===== src/rtl/mem_pkg.sv =====
// Shared size encodings, sequencer state type and byte-enable helpers for mem_access_seq.
package mem_pkg;

    localparam logic [1:0] SZ_BYTE = 2'b00;
    localparam logic [1:0] SZ_HALF = 2'b01;
    localparam logic [1:0] SZ_WORD = 2'b10;
    localparam logic [1:0] SZ_RSVD = 2'b11;

    typedef enum logic [1:0] {
        StIdle,
        StAcc,
        StWait,
        StResp
    } state_e;

    // Misaligned low address bits are ignored; the reserved size behaves as a word.
    function automatic logic [3:0] be_gen(input logic [1:0] size, input logic [1:0] addr_lo);
        logic [3:0] be;
        be = 4'b0000;
        case (size)
            SZ_BYTE: be = 4'b0001 << addr_lo;
            SZ_HALF: be = addr_lo[1] ? 4'b1100 : 4'b0011;
            default: be = 4'b1111;
        endcase
        return be;
    endfunction

    function automatic logic is_misaligned(input logic [1:0] size, input logic [1:0] addr_lo);
        return (size == SZ_RSVD) ||
               ((size == SZ_HALF) && addr_lo[0]) ||
               ((size == SZ_WORD) && (addr_lo != 2'b00));
    endfunction

endpackage


===== src/rtl/mem_be_gen.sv =====
// Combinational byte-enable and misalignment decode from access size and address[1:0].
// The misalign trap exists only when MEM_ALIGN_TRAP_EN is defined.
module mem_be_gen
    import mem_pkg::*;
(
    input  logic [1:0] i_size,
    input  logic [1:0] i_addr_lo,
    output logic [3:0] o_be,
    output logic       o_misalign
);

    assign o_be = be_gen(i_size, i_addr_lo);

`ifdef MEM_ALIGN_TRAP_EN
    assign o_misalign = is_misaligned(i_size, i_addr_lo);
`else
    assign o_misalign = 1'b0;
`endif

endmodule


===== src/rtl/mem_access_seq.sv =====
// Load/store sequencer in front of the 4 KB data memory: IDLE -> ACC -> [WAIT] -> RESP.
// Define MEM_ALIGN_TRAP_EN to reject misaligned/reserved-size requests with resp_err.
module mem_access_seq
    import mem_pkg::*;
#(
    parameter int unsigned DM_AW  = 10,
    parameter int unsigned ADDR_W = 32
) (
    input  logic              clk,
    input  logic              rst,
    input  logic              req_valid,
    output logic              req_ready,
    input  logic              req_wr,
    input  logic [1:0]        req_size,
    input  logic              req_unsigned,
    input  logic [ADDR_W-1:0] req_addr,
    input  logic [31:0]       req_wdata,
    output logic              resp_valid,
    output logic              resp_err,
    output logic [31:0]       resp_rdata,
    output logic [DM_AW-1:0]  dm_addr,
    output logic [3:0]        dm_be,
    output logic [31:0]       dm_din,
    output logic              dm_wr,
    output logic              dm_op,
    input  logic [31:0]       dm_dout
);

    state_e           r_state;
    logic             r_is_wr;
    logic             r_resp_valid;
    logic             r_resp_err;
    logic [31:0]      r_rdata;
    logic [DM_AW-1:0] r_dm_addr;
    logic [3:0]       r_dm_be;
    logic [31:0]      r_dm_din;
    logic             r_dm_wr;
    logic             r_dm_op;

    logic [3:0]       w_be;
    logic             w_misalign;
    logic             w_unused_addr;

    mem_be_gen u_be_gen (
        .i_size     (req_size),
        .i_addr_lo  (req_addr[1:0]),
        .o_be       (w_be),
        .o_misalign (w_misalign)
    );

    // Address bits above the 4 KB window do not reach the memory.
    assign w_unused_addr = ^req_addr[ADDR_W-1:DM_AW+2];

    always_ff @(posedge clk or posedge rst) begin
        if (rst) begin
            r_state      <= StIdle;
            r_is_wr      <= 1'b0;
            r_resp_valid <= 1'b0;
            r_resp_err   <= 1'b0;
            r_rdata      <= '0;
            r_dm_addr    <= '0;
            r_dm_be      <= 4'b0000;
            r_dm_din     <= '0;
            r_dm_wr      <= 1'b0;
            r_dm_op      <= 1'b0;
        end else begin
            r_resp_valid <= 1'b0;
            unique case (r_state)
                StIdle: begin
                    if (req_valid) begin
                        r_is_wr   <= req_wr;
                        r_dm_addr <= req_addr[DM_AW+1:2];
                        r_dm_din  <= req_wdata;
                        r_dm_op   <= req_unsigned;
                        if (w_misalign) begin
                            // Trapped request: answer next cycle without touching memory.
                            r_state      <= StResp;
                            r_resp_valid <= 1'b1;
                            r_resp_err   <= 1'b1;
                        end else begin
                            r_state <= StAcc;
                            r_dm_be <= w_be;
                            r_dm_wr <= req_wr;
                        end
                    end
                end
                StAcc: begin
                    r_dm_wr <= 1'b0;
                    if (r_is_wr) begin
                        r_dm_be      <= 4'b0000;
                        r_state      <= StResp;
                        r_resp_valid <= 1'b1;
                        r_resp_err   <= 1'b0;
                    end else begin
                        r_state <= StWait;
                    end
                end
                StWait: begin
                    r_rdata      <= dm_dout;
                    r_dm_be      <= 4'b0000;
                    r_state      <= StResp;
                    r_resp_valid <= 1'b1;
                    r_resp_err   <= 1'b0;
                end
                StResp: begin
                    r_resp_err <= 1'b0;
                    r_state    <= StIdle;
                end
                default: r_state <= StIdle;
            endcase
        end
    end

    assign req_ready  = (r_state == StIdle);
    assign resp_valid = r_resp_valid;
    assign resp_err   = r_resp_err;
    assign resp_rdata = r_rdata;
    assign dm_addr    = r_dm_addr;
    assign dm_be      = r_dm_be;
    assign dm_din     = r_dm_din;
    assign dm_wr      = r_dm_wr;
    assign dm_op      = r_dm_op;

endmodule


===== config.mk =====
export PLATFORM = sky130hd
export DESIGN_NAME = mem_access_seq
export DESIGN_NICKNAME = d
export VERILOG_FILES = /design/src/rtl/mem_pkg.sv /design/src/rtl/mem_be_gen.sv /design/src/rtl/mem_access_seq.sv
export SDC_FILE = /design/constraint.sdc
export NUM_CORES = 1
export LEC_CHECK = 0
export CORE_ASPECT_RATIO = 0.5
export CORE_MARGIN = 3
export CORE_UTILIZATION = 40
export CTS_CLUSTER_DIAMETER = 100
export DETAILED_ROUTE_END_ITERATION = 6
export HOLD_SLACK_MARGIN = 0.05
export PLACE_DENSITY = 0.83
export SYNTH_ARGS = -nofsm -noshare
export SYNTH_HDL_FRONTEND = slang
export SYNTH_SLANG_ARGS = --single-unit

===== constraint.sdc =====
create_clock -name clk -period 4.6 [get_ports clk]
set_input_delay 0.92 -clock clk [delete_from_list [all_inputs] [get_ports clk]]
set_output_delay 0.92 -clock clk [all_outputs]
set_load 0.005 [all_outputs]

* After elaboration in Yosys (flattened, before gate mapping)
Cells that the tools add are included.
** Storage, ports and cells
- Register bits :: 85
- Output and inout port bits :: 83
- RAM bits :: 0
- Memories kept :: 0
- Bits in read-only memories :: 0
- Bits in latches :: 0
** Cells by class
- Reductions and logical operators :: 9
- Div/mod/pow operators :: 0
- Multiplexer cells :: 14
- Eq/ne operators :: 6
- $mul :: 0
- Add/sub/neg operators :: 0
- Magnitude comparators :: 0
- Bitwise gates (word level) :: 1
- Shift-type cells :: 1
** Operator list (number)
- two-way mux 4 bit :: 3
- one-hot mux 4 bit (3 select lines) :: 1
- one-hot mux 2 bit (4 select lines) :: 1
- one-hot mux 4 bit (2 select lines) :: 1
- one-hot mux 1 bit (2 select lines) :: 3
- AND reduction 2 bit :: 3
- equality test 2 x 1 -> 1 bit (second input constant) :: 2
- equality test 2 bit (second input constant) :: 2
- logical NOT 2 bit :: 2
- two-way mux 1 bit :: 4
- != test 2 bit (second input constant) :: 2
- left shift 1 x 2 -> 4 bit (first input constant) :: 1
- AND reduction 3 bit :: 1
- nonzero test 3 bit :: 1
- two-way mux 2 bit :: 1
- nonzero test 2 bit :: 1
- OR reduction 2 bit :: 1
- inverter 1 bit :: 1

* Logic depth before layout (Yosys ltp)
- Depth in word-level cells :: 4
- Depth in mapped cells :: 5
- Gate-level depth less buffers :: 5

* Hierarchy
A second synthesis with hierarchy kept.
** Unflattened totals
- Cell total of the unflattened synthesis :: 215
- Area total of the unflattened synthesis :: 3374.5 um^2
** Modules (own cells, without submodules)
- mem_access_seq :: area an instance 3319.4 um^2, cells each 206, instances 1
- mem_be_gen :: area an instance 55.1 um^2, cells each 9, instances 1

* Least setup slack after synthesis
Ideal clock, no wire load.
- Path type :: input port to flip-flop
- Start :: input port req_valid
- End :: register r_dm_addr[5], in the netlist dm_addr[5]
- Cell stages on the path :: 3
- Slack :: 2.925 ns
- Data arrival time :: 1.550 ns
- Required time :: 4.475 ns
- Cells stage by stage :: nand2_2 buf_6 mux2_2
** Between the ends
- Word-level cells in the longest chain between the ends :: 1
** RTL lines
- start: declaration :: line mem_access_seq.sv:11 : input logic req_valid,
- AND reduction 2 bit (no source line)
- end signal: assignment :: line mem_access_seq.sv:72 : r_dm_addr <= req_addr[DM_AW+1:2];
- end: declaration :: line mem_access_seq.sv:34 : logic [DM_AW-1:0] r_dm_addr;
No other way between the ends.
A chain may end at the register's enable or synchronous reset.

* Worst setup path after layout
- Start :: register r_state[0]
- End :: output port req_ready
** Between the ends
- Word-level cells in the longest chain between the ends :: 1
** RTL lines
- start: declaration :: line mem_access_seq.sv:29 : state_e r_state;
- start signal: assignment :: line mem_access_seq.sv:56 : r_state <= StIdle;
- start signal: assignment :: line mem_access_seq.sv:77 : r_state <= StResp;
- start signal: assignment :: line mem_access_seq.sv:81 : r_state <= StAcc;
- logical NOT 2 bit :: line mem_access_seq.sv:114 : assign req_ready = (r_state == StIdle);
- end: declaration :: line mem_access_seq.sv:12 : output logic req_ready,
No other way between the ends.

==> results.txt <==
----------------------------------------------------
[Synth]
  Synth warnings ... 0
  Portion of synthesized cell area occupied by the leading cell type ... 0.643
  Count of unique library cells instantiated by Yosys ... 24
  Post-synthesis register bit count ... 84
  Area contributors post-synth ... dfrtp_1, mux2_2, mux2_1, ha_1, buf_6
  Number of synthesized flops with an enable pin ... 0
  Cells after synthesis ... 202
  Dominant cell type by area after synthesis ... dfrtp_1
  Sequential cell area fraction in the yosys report ... 0.643
  Primary FF master, synth ... dfrtp_1
  Async SR Flop Fraction ... 1.00
  Synthesized area per cell ... ~16 um^2
  Cell area after synthesis ... approximately 3300 um^2
  Post-synthesis net count ... a little over 300

[Cells and area]
  Post-layout instance area ... 5280 um^2
  Multi-input combinational cell area ... approximately 1100 um^2
  Final standard cell utilization of the core ... 0.692
  Leading cell type in the layout, fill and taps excluded ... clkdlybuf4s50_1
  Synth-to-layout area growth ... 61.5%
  Ant. Diodes ... 0
  Most frequent cells in the layout ... clkdlybuf4s50_1, dfrtp_1, mux2_2
  Reg area ... roughly 2100 um^2
  Number of non-filler instances in the completed layout ... 482
  Layout net count ... roughly 480
  Fill count ... around 530
  Share of post-route cells with drive strength above 1 ... 0.227

[Pwr]
  P per Cell Area ... approximately 680 nW/um^2
  Worst voltage drop across the vdd grid ... 0.249 mV
  LEAKAGE ... ~2.2 nW

[Critical path]
  Longest individual stage delay on the worst path ... 0.57 ns
  Crit-path max FO ... 6
  Kind of cell adding the most delay to the critical path ... buffers and inverters
  Number of buffer and inverter stages on the critical path ... 2
  Classification of the worst setup path ... reg2out
  Endpoint required time on the critical path ... 3.68 ns
  WP data arrival ... between 1.5 and 2 ns
  CP Cell Sequence ... inv_1 > ha_1 > clkdlybuf4s50_1
  Highest-delay cell along the critical path ... clkdlybuf4s50_1
  Worst setup EP type ... output pin
  Crit path launch type ... register

[Timing]
  Maximum clock frequency ... 380 MHz
  Fin crit share ... 0.572
  Worst Clk Skew ... 0.00607 ns
  Min cycle time layout ... approximately 2.6 ns
  Least setup slack across all paths after layout ... around 2.0 ns
  Final Hold Vio Count ... 0
  Setup TNS ... 0 ns
  Worst-case headroom to the max-slew limit ... 0.302
  Final setup viols ... 0
  Unrepaired setup endpoints after global routing ... no
  Slew of the pin with the lowest slew margin ... about 1.0 ns
  Max Slew Vio Count ... 0

[Global route]
  Wire length of the first global-routing pass ... ~14000 um
  All-layer global routing usage ... 0.185
  Via count of the first global-routing pass ... 2576
  Pin count of the biggest net entering global routing ... 63
  Overflow left after global routing ... 0
  Initial antenna violation count ... 0

[Detailed routing]
  Detail-routed via count per cell ... around 4.8
  Vias post-DR ... about 2300
  Number of routed nets with antenna violations ... 0
  Detailed-route wire length ... between 8000 and 9000 um
  First-pass DRT Iterations ... 4
  Number of DRC violations after detailed routing ... 0
  Post-DR wirelength/cell ... about 17 um
  Initial detailed-routing violation count ... 85

[Placement]
  Worst-case setup slack after placement ... ~1.7 ns
  Final GP Congestion ... roughly 0.77
  Total instance count after detailed placement ... approximately 470
  Input/output buffers ... approximately 160
  Cell area after placement ... 4990 um^2
  Placed wire-length estimate after detailed placement ... 6270 um

[Run status]
  Outcome ... finished, final reports clean

[Clocking]
  PostCTS Resize Cnt ... 0
  Total of hold buffers inserted after clock tree synthesis ... 0
  Clock latency at the later pin of the worst-skew pair ... around 0.33 ns
  CTS buffer count ... 9
  Clk buf depth ... 2
  TritonCTS clock tree ... done
  Register clock-pin slew on the reported worst setup and hold paths ... ~0.06 ns
  Number of clock sinks ... between 80 and 90
  Cell at the root of the clock tree ... clkbuf_16
  Max H-tree Level ... 3
  Post-CTS setup-driven buffer insertion count ... 0

[Floorplanning]
  Total Die Area ... slightly above 9000 um^2
  Initial cell density of the core ... 0.428
  DIE WIDTH ... roughly 130 um
  Placeable core area ... 7620 um^2
  Total number of placement rows ... 22
  Number of I/O pins ... approximately 190
  Die extent in y ... approximately 70 um

[Job]
  Number of max-cap violations ... 0

[Min path]
  Class of the tightest hold or removal check ... reg2reg

----------------------------------------------------
metrics by stage:
| step | total power [mW] | hold WS [ns] |
|---|---|---|
| final | 3.60 | 0.491 |
| after global routing | 3.81 | 0.507 |
| after CTS | 3.65 | 0.497 |
| after detailed placement | 2.95 | 0.481 |
| after global placement | 2.87 | 0.475 |
| after floorplan | 1.99 | 0.479 |
flip-flops by register name (all words and copies together) (netlist names):
name	flops
resp_rdata	32
dm_be	4
dm_addr	10
r_is_wr	1
r_state	2
dm_din	32
dm_wr	1
dm_op	1
resp_valid	1
cell usage after synthesis (3+ instances only):
library cell  count
inv_1             4
ha_1              4
o2bb2ai_1         4
dfrtp_1          84
a21oi_1           5
mux2_1           13
mux2_2           64
buf_6             4
buf_2             3
nor2b_1           3
layout make-up:
class / instances / area share
flip-flops and latches: 84 / 0.398
repair buffers: 166 / 0.314
multi-input cells: 105 / 0.204
clock buffers: 14 / 0.0538
well taps: 108 / 0.0256
inverters: 4 / 0.00308
clock inverters: 1 / 0.000948
metal layers:
layer,global-route usage,up-vias,wire (um)
met5,0,-,0
met4,0.0730,0,245
met3,0.0453,23,359
met2,0.354,64,4720
met1,0.195,1175,3040
li1,-,1040,-
final timing paths:
kind                                         from                         to  slack (ns)  depth (start not counted)
hold / removal             dm_din[19]$_DFFE_PP0P_     dm_din[19]$_DFFE_PP0P_        0.49                          1
setup / recovery           r_state[0]$_DFFE_PP0P_                  req_ready        1.97                          3
min in group asynchronous                     rst     dm_din[10]$_DFFE_PP0P_        1.15                          2
hold reg to reg            dm_din[19]$_DFFE_PP0P_     dm_din[19]$_DFFE_PP0P_        0.49                          1
max in group asynchronous                     rst  resp_rdata[8]$_DFFE_PP0N_        2.59                          3
setup reg to reg           r_state[0]$_DFFE_PP0P_     dm_din[27]$_DFFE_PP0P_        2.47                          4
power by group:
part	internal (mW)	switching [mW]	total (mW)
Sequential	1.12	0.193	1.32
Clock	0.421	0.263	0.684
Combinational	1.09	0.510	1.60
logic make-up after synthesis:
family,after synthesis,share of synthesized area
and+or+nand+nor,11,0.0234
buffers and inverters,13,0.0264
DFF,84,0.643
other,1,0.00115
AOI/OAI and AO/OA,11,0.0218
muxes,78,0.268
adders and majority gates,4,0.0153
Note: power is estimated with default switching activity, not from simulation.
